===== src/rtl/uart_frame_rx.sv =====
// Drains the UART RX FIFO and reassembles 4-byte remote-player frames
// (sync, header, Y low byte, XOR checksum) for the two-board ping-pong game.
module uart_frame_rx #(
    parameter logic [7:0]  SYNC_BYTE    = 8'hA5,
    parameter logic [9:0]  Y_MAX        = 10'd479,
    parameter logic [9:0]  Y_INIT       = 10'd204,
    parameter int unsigned BYTE_TIMEOUT = 500_000,
    parameter int unsigned LINK_TIMEOUT = 5_000_000
) (
    input  logic       clk,
    input  logic       reset,
    input  logic       rx_empty,
    input  logic [7:0] rd_data,
    output logic       rd_uart,
    output logic [9:0] paddle_y,
    output logic [1:0] buttons,
    output logic       frame_tick,
    output logic       chk_err,
    output logic       link_up,
    output logic [7:0] err_count
);

    localparam int BT_W = $clog2(BYTE_TIMEOUT + 1);
    localparam int LT_W = $clog2(LINK_TIMEOUT + 1);

    typedef enum logic [1:0] {HUNT, HDR, LO, CHK} state_t;

    state_t          state, state_next;
    logic [7:0]      b1_q, b2_q;
    logic [BT_W-1:0] byte_cnt;
    logic [LT_W-1:0] link_cnt;

    logic       pop;
    logic       byte_expire;
    logic       frame_err, sum_err, accept, latch_b1, latch_b2;
    logic       err_event;
    logic [9:0] y_raw, y_clamped;

    // The FIFO head is consumed in the same cycle it is presented.
    assign pop     = ~rx_empty & ~reset;
    assign rd_uart = pop;

    // A popped byte always pre-empts a timeout in the same cycle.
    assign byte_expire = (state != HUNT) && !pop &&
                         (byte_cnt == BT_W'(BYTE_TIMEOUT - 1));

    assign y_raw     = {b1_q[1:0], b2_q};
    assign y_clamped = (y_raw > Y_MAX) ? Y_MAX : y_raw;

    // NOTE: every signal written here gets a default first, so no path can
    // leave it unassigned and infer a latch.
    always_comb begin
        state_next = state;
        frame_err  = 1'b0;
        sum_err    = 1'b0;
        accept     = 1'b0;
        latch_b1   = 1'b0;
        latch_b2   = 1'b0;
        if (pop) begin
            unique case (state)
                HUNT: if (rd_data == SYNC_BYTE) state_next = HDR;
                HDR: begin
                    if (rd_data[5:2] != 4'b0000) begin
                        frame_err  = 1'b1;
                        state_next = (rd_data == SYNC_BYTE) ? HDR : HUNT;
                    end else begin
                        latch_b1   = 1'b1;
                        state_next = LO;
                    end
                end
                LO: begin
                    latch_b2   = 1'b1;
                    state_next = CHK;
                end
                CHK: begin
                    if (rd_data == (b1_q ^ b2_q)) accept  = 1'b1;
                    else                          sum_err = 1'b1;
                    state_next = HUNT;
                end
                default: state_next = HUNT;
            endcase
        end else if (byte_expire) begin
            state_next = HUNT;
        end
    end

    assign err_event = frame_err | sum_err | byte_expire;

    // NOTE: sequential state uses non-blocking assignments only, so every
    // register samples the pre-edge values of the others.
    always_ff @(posedge clk) begin
        if (reset) begin
            state      <= HUNT;
            b1_q       <= 8'h00;
            b2_q       <= 8'h00;
            byte_cnt   <= '0;
            link_cnt   <= '0;
            paddle_y   <= Y_INIT;
            buttons    <= 2'b00;
            frame_tick <= 1'b0;
            chk_err    <= 1'b0;
            link_up    <= 1'b0;
            err_count  <= 8'h00;
        end else begin
            state      <= state_next;
            frame_tick <= accept;
            chk_err    <= sum_err;

            if (latch_b1) b1_q <= rd_data;
            if (latch_b2) b2_q <= rd_data;

            if (pop || state == HUNT || byte_expire) byte_cnt <= '0;
            else                                     byte_cnt <= byte_cnt + BT_W'(1);

            if (accept) begin
                paddle_y <= y_clamped;
                buttons  <= b1_q[7:6];
            end

            // Accept beats expiry; otherwise the counter stops at the limit.
            if (accept) begin
                link_cnt <= '0;
                link_up  <= 1'b1;
            end else if (link_cnt != LT_W'(LINK_TIMEOUT)) begin
                link_cnt <= link_cnt + LT_W'(1);
                if (link_cnt == LT_W'(LINK_TIMEOUT - 1)) link_up <= 1'b0;
            end

            if (err_event && err_count != 8'hFF) err_count <= err_count + 8'd1;
        end
    end

endmodule


===== config.mk =====
export PLATFORM = sky130hd
export DESIGN_NAME = uart_frame_rx
export DESIGN_NICKNAME = d
export VERILOG_FILES = /design/src/rtl/uart_frame_rx.sv
export SDC_FILE = /design/constraint.sdc
export NUM_CORES = 1
export LEC_CHECK = 0
export CORE_UTILIZATION = 45
export CTS_CLUSTER_DIAMETER = 120
export DETAILED_ROUTE_END_ITERATION = 10
export GPL_TIMING_DRIVEN = 0
export PLACE_DENSITY = 0.68
export RECOVER_POWER = 25
export SLEW_MARGIN = 0
export SYNTH_ARGS = -nofsm -noshare
export SYNTH_HDL_FRONTEND = slang
export SYNTH_SLANG_ARGS = --single-unit

===== constraint.sdc =====
create_clock -name clk -period 2.9 [get_ports clk]
set_clock_uncertainty 0.2 [all_clocks]
set_input_delay 0.435 -clock clk [delete_from_list [all_inputs] [get_ports clk]]
set_output_delay 0.435 -clock clk [all_outputs]
set_load 0.01 [all_outputs]

==> out/metrics.yaml <==
ys_top_cells_by_count: "dfxtp_1 (83), nor2_1 (72), nand2_1 (32), xnor2_1 (26), nand3_1 (22)"
vdd_drop_max_uv: 309
syn_area_per_cell_sq_um: 8.97
cp_max_fo: 7
yosys.area.top_type_share_pct: 43.5
synth_flop_cell: "dfxtp_1"
finalWirelength_mm: 7.87
p_int_uw: 1670
drt_iter0_drc: 138
synth_xor_area_share_pct: 13.4
chipHeight_microns: 94.2
path_class: "input port to output port"
numCtsBuffers: 9
critPathLaunchType: "input port"
holdWs_ps: 226
synth.largest_area_cell: "dfxtp_1"
max-slew-margin-rel_pct: 14.6
gp_congestion: 0.818
synth-adder-area-share_pct: 1.31
synth_seq_area_share_pct: 43.5
cts_tree: "yes"
power_density_nw_per_um2: 477
synthSimpleGateAreaFrac_pct: 27.9
total_power_uw: 2150
drive_gt1_share_pct: 7.56
finalHoldViolCount: 0
ys_top_cells_by_area: "dfxtp_1 (43%), nor2_1 (7.1%), xnor2_1 (6.0%)"
cts_sinks: 83
p_leak_uw: 0.00163
p_clk_share_pct: 43.0
slew_viol_final: 0
synth.most_common_cell: "dfxtp_1"
async_flop_share_pct: 0
fin_nets: 486
syn2layout_area_growth_pct: 18.1
ios: 35
crit_path_end_kind: "output port"
post-cts-setup-buffers: 0
cp.required_ps: 2270
synth_top_family_by_area: "simple AND/OR/NAND/NOR gates"
synth_compound_area_share_pct: 6.88
period_share_pct: 86.5
antenna_found_initial: 0
row_count: 33
grt_pass1_vias: 2888
min_path_type: "flip-flop to flip-flop"
synth_mux_area_share_pct: 3.60
synth.net_count: 441
initial_core_util_pct: 46.5
switching_share_pct: 22.5
ctsResizeCount: 0
grt_pass1_wl_mm: 13.2
ctsHtreeMaxLevel: 3
switching_power_uw: 484
fmax_mhz: 399
tightest_slew_ps: 1270
clock_path_buffers: 2
viasPerCell: 5.25
syn-cell-area_sq_um: 3820
wl_per_cell_microns: 13.5
numPortBuffers: 34
die_x_microns: 94.2
crit_arrival_ps: 1870
drcViolationCount: 0
path_clk_slew_ps: 80
grt_setup_unrepaired: "no"
ant_nets: 0
clk_latency_ps: 360
setup_viol: 0
share_seq_of_total_power_pct: 53.3
hold_buffers: 0
tns_ps: 0
core_area_sq_um: 8220
grt_max_degree: 16
die_area_sq_um: 8860
grtUsageTotal_pct: 19.2
drt-pass1-iter-count: 4
period_needed_ps: 2510
status: "complete, no violations"
yosys.cell_types.count: 49
synth-seq-cells: 83
root_buffer: "clkbuf_8"
max_cap_violations: 0
vias: 3050
comb_power_share_pct: 3.7
synth_edf_count: 0
n_antenna_cell: 0
syn_inst: 426
overflow: 0
dp_hpwl_mm: 5.72
synth_warnings: 0
worst paths after layout:
kind | slack (ps) | from | end | cells past startpoint
worst max-delay path | 390 | rx_empty | rd_uart | 3
worst min-delay path | 230 | paddle_y[9] | paddle_y[9] | 2
worst max register to register | 400 | byte_cnt[0] | err_count[5] | 7
worst min register to register | 230 | paddle_y[9] | paddle_y[9] | 2
sequential cells by signal (all words and copies together), names as in the netlist:
signal / count
b1_q: 8
b2_q: 8
buttons: 2
byte_cnt: 19
chk_err: 1
err_count: 8
frame_tick: 1
link_cnt: 23
link_up: 1
paddle_y: 10
state: 2
through the flow:
step	setup slack (ps)	instances	utilization, %	instance area, sq um
floorplan	749	426	-	3820
global placement	82.4	565	52.2	4290
detailed placement	65.5	565	52.2	4290
CTS	410	581	54.9	4510
global route	250	581	54.9	4510
finish	391	581	54.9	4510
worst max-delay path, stage by stage:
cell and delay [ps]:
clkdlybuf4s50_1 550, nor2_1 290, clkdlybuf4s50_1 590
cell families after synthesis:
| logic type | Yosys count |
|---|---|
| adders and majority gates | 4 |
| and+or+nand+nor | 209 |
| buffers and inverters | 30 |
| DFF | 83 |
| AOI/OAI and AO/OA | 41 |
| xor gates and xnor gates | 46 |
| muxes | 13 |
area by class of cell:
type,instances,area [sq um]
Buffer,13,63.8
Clock buffer,9,124
Clock inverter,7,97.6
Fill cell,763,3700
Inverter,17,63.8
Multi-Input combinational cell,313,2030
Sequential cell,83,1660
Tap cell,105,131
Timing Repair Buffer,34,340
cells in the final DEF (no fill, tap or decap), types with 17 or more instances in the layout:
cell type and count:
a21oi_1 19, nor2_1 72, dfxtp_1 83, dlygate4sd3_1 22, nand2_1 32, nand3_1 22, xnor2_1 26, inv_1 17
power by group through the flow:
stage	clock network (uW)	registers (uW)	logic [uW]
floorplan	0	1170	43.6
global route	994	1150	87.4
global placement	0	1170	78.0
finish	925	1150	79.3
CTS	950	1150	79.6
detailed placement	0	1170	79.4
metal layers:
layer	track usage [%]	vias to the layer above	share of wire (%)
li1	-	1561	-
met2	29.8	51	46
met3	5.58	11	3.9
met4	7.05	0	0.93
met1	25.1	1427	49
met5	0	-	0
No activity file was read; power rests on OpenSTA's default activity.
